===== src/rtl/dp_ctrl_pkg.sv =====
// Shared definitions for the ARM data-processing sequencer: FSM states,
// opcode and condition-field encodings, and opcode classification helpers.
package dp_ctrl_pkg;

   typedef enum logic [1:0] {
      IDLE      = 2'd0,
      DECODE    = 2'd1,
      EXECUTE   = 2'd2,
      WRITEBACK = 2'd3
   } state_t;

   localparam logic [3:0] OP_AND = 4'h0;
   localparam logic [3:0] OP_EOR = 4'h1;
   localparam logic [3:0] OP_SUB = 4'h2;
   localparam logic [3:0] OP_RSB = 4'h3;
   localparam logic [3:0] OP_ADD = 4'h4;
   localparam logic [3:0] OP_ADC = 4'h5;
   localparam logic [3:0] OP_SBC = 4'h6;
   localparam logic [3:0] OP_RSC = 4'h7;
   localparam logic [3:0] OP_TST = 4'h8;
   localparam logic [3:0] OP_TEQ = 4'h9;
   localparam logic [3:0] OP_CMP = 4'hA;
   localparam logic [3:0] OP_CMN = 4'hB;
   localparam logic [3:0] OP_ORR = 4'hC;
   localparam logic [3:0] OP_MOV = 4'hD;
   localparam logic [3:0] OP_BIC = 4'hE;
   localparam logic [3:0] OP_MVN = 4'hF;

   localparam logic [3:0] COND_EQ = 4'h0;
   localparam logic [3:0] COND_NE = 4'h1;
   localparam logic [3:0] COND_CS = 4'h2;
   localparam logic [3:0] COND_CC = 4'h3;
   localparam logic [3:0] COND_MI = 4'h4;
   localparam logic [3:0] COND_PL = 4'h5;
   localparam logic [3:0] COND_VS = 4'h6;
   localparam logic [3:0] COND_VC = 4'h7;
   localparam logic [3:0] COND_HI = 4'h8;
   localparam logic [3:0] COND_LS = 4'h9;
   localparam logic [3:0] COND_GE = 4'hA;
   localparam logic [3:0] COND_LT = 4'hB;
   localparam logic [3:0] COND_GT = 4'hC;
   localparam logic [3:0] COND_LE = 4'hD;
   localparam logic [3:0] COND_AL = 4'hE;
   localparam logic [3:0] COND_NV = 4'hF;

   // Compare/test opcodes only set flags and never write Rd.
   function automatic logic is_test_op(input logic [3:0] op);
      return (op == OP_TST) || (op == OP_TEQ) || (op == OP_CMP) || (op == OP_CMN);
   endfunction

   function automatic logic is_arith_op(input logic [3:0] op);
      return ((op >= OP_SUB) && (op <= OP_RSC)) || (op == OP_CMP) || (op == OP_CMN);
   endfunction

endpackage


===== src/rtl/cond_check.sv =====
// Combinational evaluation of an ARM condition field against {N,Z,C,V}.
module cond_check
   import dp_ctrl_pkg::*;
(
   input  logic [3:0] cond,
   input  logic [3:0] nzcv,
   output logic       pass
);

   logic n, z, c, v;

   assign n = nzcv[3];
   assign z = nzcv[2];
   assign c = nzcv[1];
   assign v = nzcv[0];

   // NV is never reached for legal instructions; treat it as a failed condition.
   always_comb begin
      pass = 1'b0;
      unique case (cond)
         COND_EQ: pass = z;
         COND_NE: pass = !z;
         COND_CS: pass = c;
         COND_CC: pass = !c;
         COND_MI: pass = n;
         COND_PL: pass = !n;
         COND_VS: pass = v;
         COND_VC: pass = !v;
         COND_HI: pass = c && !z;
         COND_LS: pass = !c || z;
         COND_GE: pass = (n == v);
         COND_LT: pass = (n != v);
         COND_GT: pass = !z && (n == v);
         COND_LE: pass = z || (n != v);
         COND_AL: pass = 1'b1;
         COND_NV: pass = 1'b0;
      endcase
   end

endmodule


===== src/rtl/dp_sequencer.sv =====
// Multi-cycle control sequencer for ARM register-form data-processing
// instructions: decode, condition check, register-file and flag control.
module dp_sequencer
   import dp_ctrl_pkg::*;
#(
   parameter int         REG_ADDR_W = 5,
   parameter logic [3:0] CPSR_RST   = 4'b0000
) (
   input  logic                  clock,
   input  logic                  reset,
   input  logic [31:0]           instr,
   input  logic                  instr_valid,
   output logic                  instr_ready,
   input  logic                  zero_flag,
   input  logic                  carry_flag,
   input  logic                  overflow_flag,
   input  logic                  negative_flag,
   output logic [REG_ADDR_W-1:0] read_reg_num1,
   output logic [REG_ADDR_W-1:0] read_reg_num2,
   output logic [REG_ADDR_W-1:0] write_reg,
   output logic [3:0]            alu_control,
   output logic                  regwrite,
   output logic [3:0]            nzcv,
   output logic                  retire,
   output logic                  skipped,
   output logic                  undef
);

   state_t      state, next_state;
   logic [31:0] instr_q;
   logic [3:0]  cond, opcode, rn, rd, rm;
   logic        s_bit, legal, cond_pass, accept, flag_update;

   assign cond   = instr_q[31:28];
   assign opcode = instr_q[24:21];
   assign s_bit  = instr_q[20];
   assign rn     = instr_q[19:16];
   assign rd     = instr_q[15:12];
   assign rm     = instr_q[3:0];

   // Only register-form, unshifted data processing; writing the PC is rejected.
   assign legal = (instr_q[27:25] == 3'b000) && (instr_q[11:4] == 8'h00) &&
                  (cond != COND_NV) && !(!is_test_op(opcode) && (rd == 4'hF));

   cond_check u_cond_check (
      .cond (cond),
      .nzcv (nzcv),
      .pass (cond_pass)
   );

   assign instr_ready = (state == IDLE);
   assign accept      = instr_valid && instr_ready;

   always_comb begin
      next_state    = state;
      read_reg_num1 = '0;
      read_reg_num2 = '0;
      write_reg     = '0;
      alu_control   = 4'h0;
      regwrite      = 1'b0;
      retire        = 1'b0;
      skipped       = 1'b0;
      undef         = 1'b0;
      flag_update   = 1'b0;
      unique case (state)
         IDLE: begin
            if (accept) next_state = DECODE;
         end
         DECODE: begin
            if (!legal) begin
               undef      = 1'b1;
               next_state = IDLE;
            end else if (!cond_pass) begin
               retire     = 1'b1;
               skipped    = 1'b1;
               next_state = IDLE;
            end else begin
               next_state = EXECUTE;
            end
         end
         EXECUTE: begin
            read_reg_num1 = REG_ADDR_W'(rn);
            read_reg_num2 = REG_ADDR_W'(rm);
            write_reg     = REG_ADDR_W'(rd);
            alu_control   = opcode;
            next_state    = WRITEBACK;
         end
         WRITEBACK: begin
            read_reg_num1 = REG_ADDR_W'(rn);
            read_reg_num2 = REG_ADDR_W'(rm);
            write_reg     = REG_ADDR_W'(rd);
            alu_control   = opcode;
            // A reset landing on this edge must not let the register file commit.
            regwrite      = !is_test_op(opcode) && !reset;
            retire        = 1'b1;
            flag_update   = s_bit;
            next_state    = IDLE;
         end
      endcase
   end

   always_ff @(posedge clock) begin
      if (reset) begin
         state   <= IDLE;
         instr_q <= '0;
         nzcv    <= CPSR_RST;
      end else begin
         state <= next_state;
         if (accept) instr_q <= instr;
         if (flag_update) begin
            if (is_arith_op(opcode))
               nzcv <= {negative_flag, zero_flag, carry_flag, overflow_flag};
            else
               nzcv <= {negative_flag, zero_flag, nzcv[1:0]};
         end
      end
   end

endmodule


===== config.mk =====
export PLATFORM = sky130hd
export DESIGN_NAME = dp_sequencer
export DESIGN_NICKNAME = d
export VERILOG_FILES = /design/src/rtl/dp_ctrl_pkg.sv /design/src/rtl/cond_check.sv /design/src/rtl/dp_sequencer.sv
export SDC_FILE = /design/constraint.sdc
export NUM_CORES = 1
export LEC_CHECK = 0
export ABC_AREA = 0
export BUFFER_PORTS_ARGS = -buffer_cell sky130_fd_sc_hd__buf_2
export CORE_MARGIN = 5
export CORE_UTILIZATION = 42
export DETAILED_ROUTE_END_ITERATION = 10
export GPL_ROUTABILITY_DRIVEN = 0
export PLACE_DENSITY = 0.75
export SYNTH_ARGS = -nofsm -noshare
export SYNTH_HDL_FRONTEND = slang
export SYNTH_SLANG_ARGS = --single-unit

===== constraint.sdc =====
create_clock -name clock -period 4.1 [get_ports clock]
set_clock_uncertainty 0.15 [all_clocks]
set_input_delay 0.615 -clock clock [delete_from_list [all_inputs] [get_ports clock]]
set_output_delay 0.615 -clock clock [all_outputs]
set_load 0.02 [all_outputs]

==> results.py <==
metrics = {
    "die": {
        "ios": 67,
        "rows": 24,
        "start_util_pct": 42.63,
        "die_area_mm2": 0.005744,
        "die_h_um": 75.79,
        "core-area_mm2": 0.004264,
        "dieWidth_um": 75.79,
    },
    "clocking": {
        "clockBufferDepth": 2,
        "root_buffer": "clkbuf_8",
        "htreeDepth": 2,
        "cts.clk_slew.worst_paths_ps": 70,
        "cts_tree": "built",
        "post_cts_buffers": 0,
        "cts_hold_buffers": 0,
        "cts-resized-gates": 0,
        "cts_buffers": 5,
        "clk_latency_ps": 290,
        "clkSinkCount": 38,
    },
    "timing": {
        "fin_crit_ps": 2671,
        "hold_viol_final": 0,
        "max_freq_mhz": 374.3,
        "setup_viol": 0,
        "worstMarginPinSlew_ps": 1080,
        "rsz0062_at_grt": "no",
        "max_slew_margin_pct": 27.97,
        "final-max-slew-violation-count": 0,
        "tns_ps": 0,
        "period_share_pct": 65.16,
    },
    "final_layout": {
        "nFillCells": 447,
        "nets": 329,
        "antennaDiodeCount": 0,
        "area_growth_pct": 19.96,
        "finalInstanceArea_mm2": 0.002181,
        "drive_above_1_share_pct": 27.24,
    },
    "synth": {
        "ys_types": 41,
        "synthArstFlopShare_pct": 0,
        "synthFlopType": "dfxtp_1",
        "synth_area_leader_cell": "dfxtp_1",
        "ys_ff_latch": 38,
        "synth.most_common_cell": "nand2_1",
        "synth_top_area_share_pct": 41.84,
        "yosysSeqAreaShare_pct": 41.84,
        "syn_area_mm2": 0.001818,
        "synthTopCellsByCount": "nand2_1 (71), dfxtp_1 (38), a21oi_1 (35), and2_1 (17), nor2_1 (11)",
        "synth-edff-count": 0,
        "ys_warn_count": 0,
        "synth_area_leaders": "dfxtp_1 (42%), nand2_1 (15%), a21oi_1 (9.6%)",
        "netlist_instances": 237,
        "avgSynthCellArea_um2": 7.671,
    },
    "detailed_routing": {
        "drc": 0,
        "first_pass_iters": 4,
        "viasPerCell": 4.956,
        "final_antenna_net_count": 0,
        "initialDrtViolationCount": 106,
        "wire_per_inst_um": 12.51,
        "vias": 1695,
        "wl_um": 4278,
    },
    "grt": {
        "grt_pass1_vias": 1571,
        "overflow": 0,
        "grt_usage_pct": 15.40,
        "grt_max_degree": 41,
        "antenna_found_initial": 0,
        "grt_pass1_wl_um": 6699,
    },
    "flow_run": {
        "max-cap-violations": 0,
    },
    "pwr": {
        "p_per_area_mw_per_mm2": 342.0,
        "peakVddDrop_uv": 164.3,
        "p_leak_nw": 0.9814,
    },
    "place": {
        "dp_hpwl_um": 3047,
        "place_area_mm2": 0.002102,
        "port_buffers": 63,
    },
    "worst_setup_path": {
        "cp-end-kind": "output port",
        "cp.required_ps": 3340,
        "cp.arrival_ps": 1910,
        "critPathMaxFanout": 4,
        "worstSetupPathType": "register to output port",
        "critPathLaunchType": "register",
    },
    "hold_path": {
        "hold_path_class": "register to register",
    },
    "outcome": {
        "run_status": "complete, no violations",
    },
}
-- critical path: stages (launching register included) --
cell	delay, ps
dfxtp_1	310
nor4_1	330
o21ai_1	170
nor3_2	300
nand2_1	90
o311ai_1	210
buf_2	210
-- registers in the layout, indices dropped and copies added (netlist names), named ones only --
signal and flops:
instr_q 32, nzcv 4, state 1
-- area by class of cell --
| type | count | area, um2 | area share [%] |
|---|---|---|---|
| multi-input combinational | 181 | 957.2 | 43.89 |
| sequential | 38 | 760.7 | 34.88 |
| timing repair buffer | 63 | 315.3 | 14.46 |
| clock buffer | 5 | 68.82 | 3.155 |
| tap | 52 | 65.06 | 2.983 |
| clock inverter | 2 | 10.01 | 0.4590 |
| inverter | 1 | 3.754 | 0.1721 |
-- kinds of logic after synthesis --
group | share of synthesized area, %
simple gates | 32.69
xor+xnor | 0.4818
buf+inv | 5.918
flops | 41.84
compound gates | 15.35
mux | 3.510
other cells | 0.2063
-- final timing paths --
path | start | to | slack (ps) | depth (start not counted)
hold reg to reg | instr_q[16] | instr_q[16] | 300 | 2
hold / removal | instr_q[16] | instr_q[16] | 300 | 2
setup / recovery | instr_q[8] | retire | 1430 | 6
setup reg to reg | register | instr_q[2] | 1880 | 4
-- power breakdown --
| part | switching [mW] | total [mW] | internal, mW |
|---|---|---|---|
| sequential | 0.0177 | 0.407 | 0.389 |
| clock | 0.125 | 0.239 | 0.114 |
| combinational | 0.0590 | 0.0998 | 0.0408 |
-- placed cells by master (no fill, tap or decap), drive strengths merged, types with 2 or more instances in the layout --
cell	count
o21ai	2
and2	17
nor2b	5
nor3b	2
clkinv	2
dfxtp	38
clkbuf	5
nand4	2
nor2	11
o311ai	2
a211oi	2
a21oi	36
nor3	4
buf	63
mux2i	6
nor4	2
nand3b	3
conb	3
nand2	71
-- routing by layer --
layer  vias to the layer above  track usage [%]  wire length, um  share of wire, %
li1                        887                -                -                 -
met1                       765            17.38             1864                44
met2                        38            27.00             2124                50
met3                         5            4.749              224               5.2
met4                         0            5.825               64               1.5
met5                         -                0                0                 0
-- metrics by stage --
step,hold WS (ps),cells,setup WS (ps),total power [mW],utilization [%]
2_1_floorplan,281.7,239,1651,0.4866,-
4_1_cts,302.3,342,1401,0.7550,51.14
5_1_grt,318.0,342,1261,0.7865,51.14
3_5_place_dp,291.9,335,1733,0.5169,49.30
6_report,298.5,342,1429,0.7459,51.14
3_3_place_gp,287.2,335,1760,0.5144,49.30
Power figures use the tool's default switching activity.
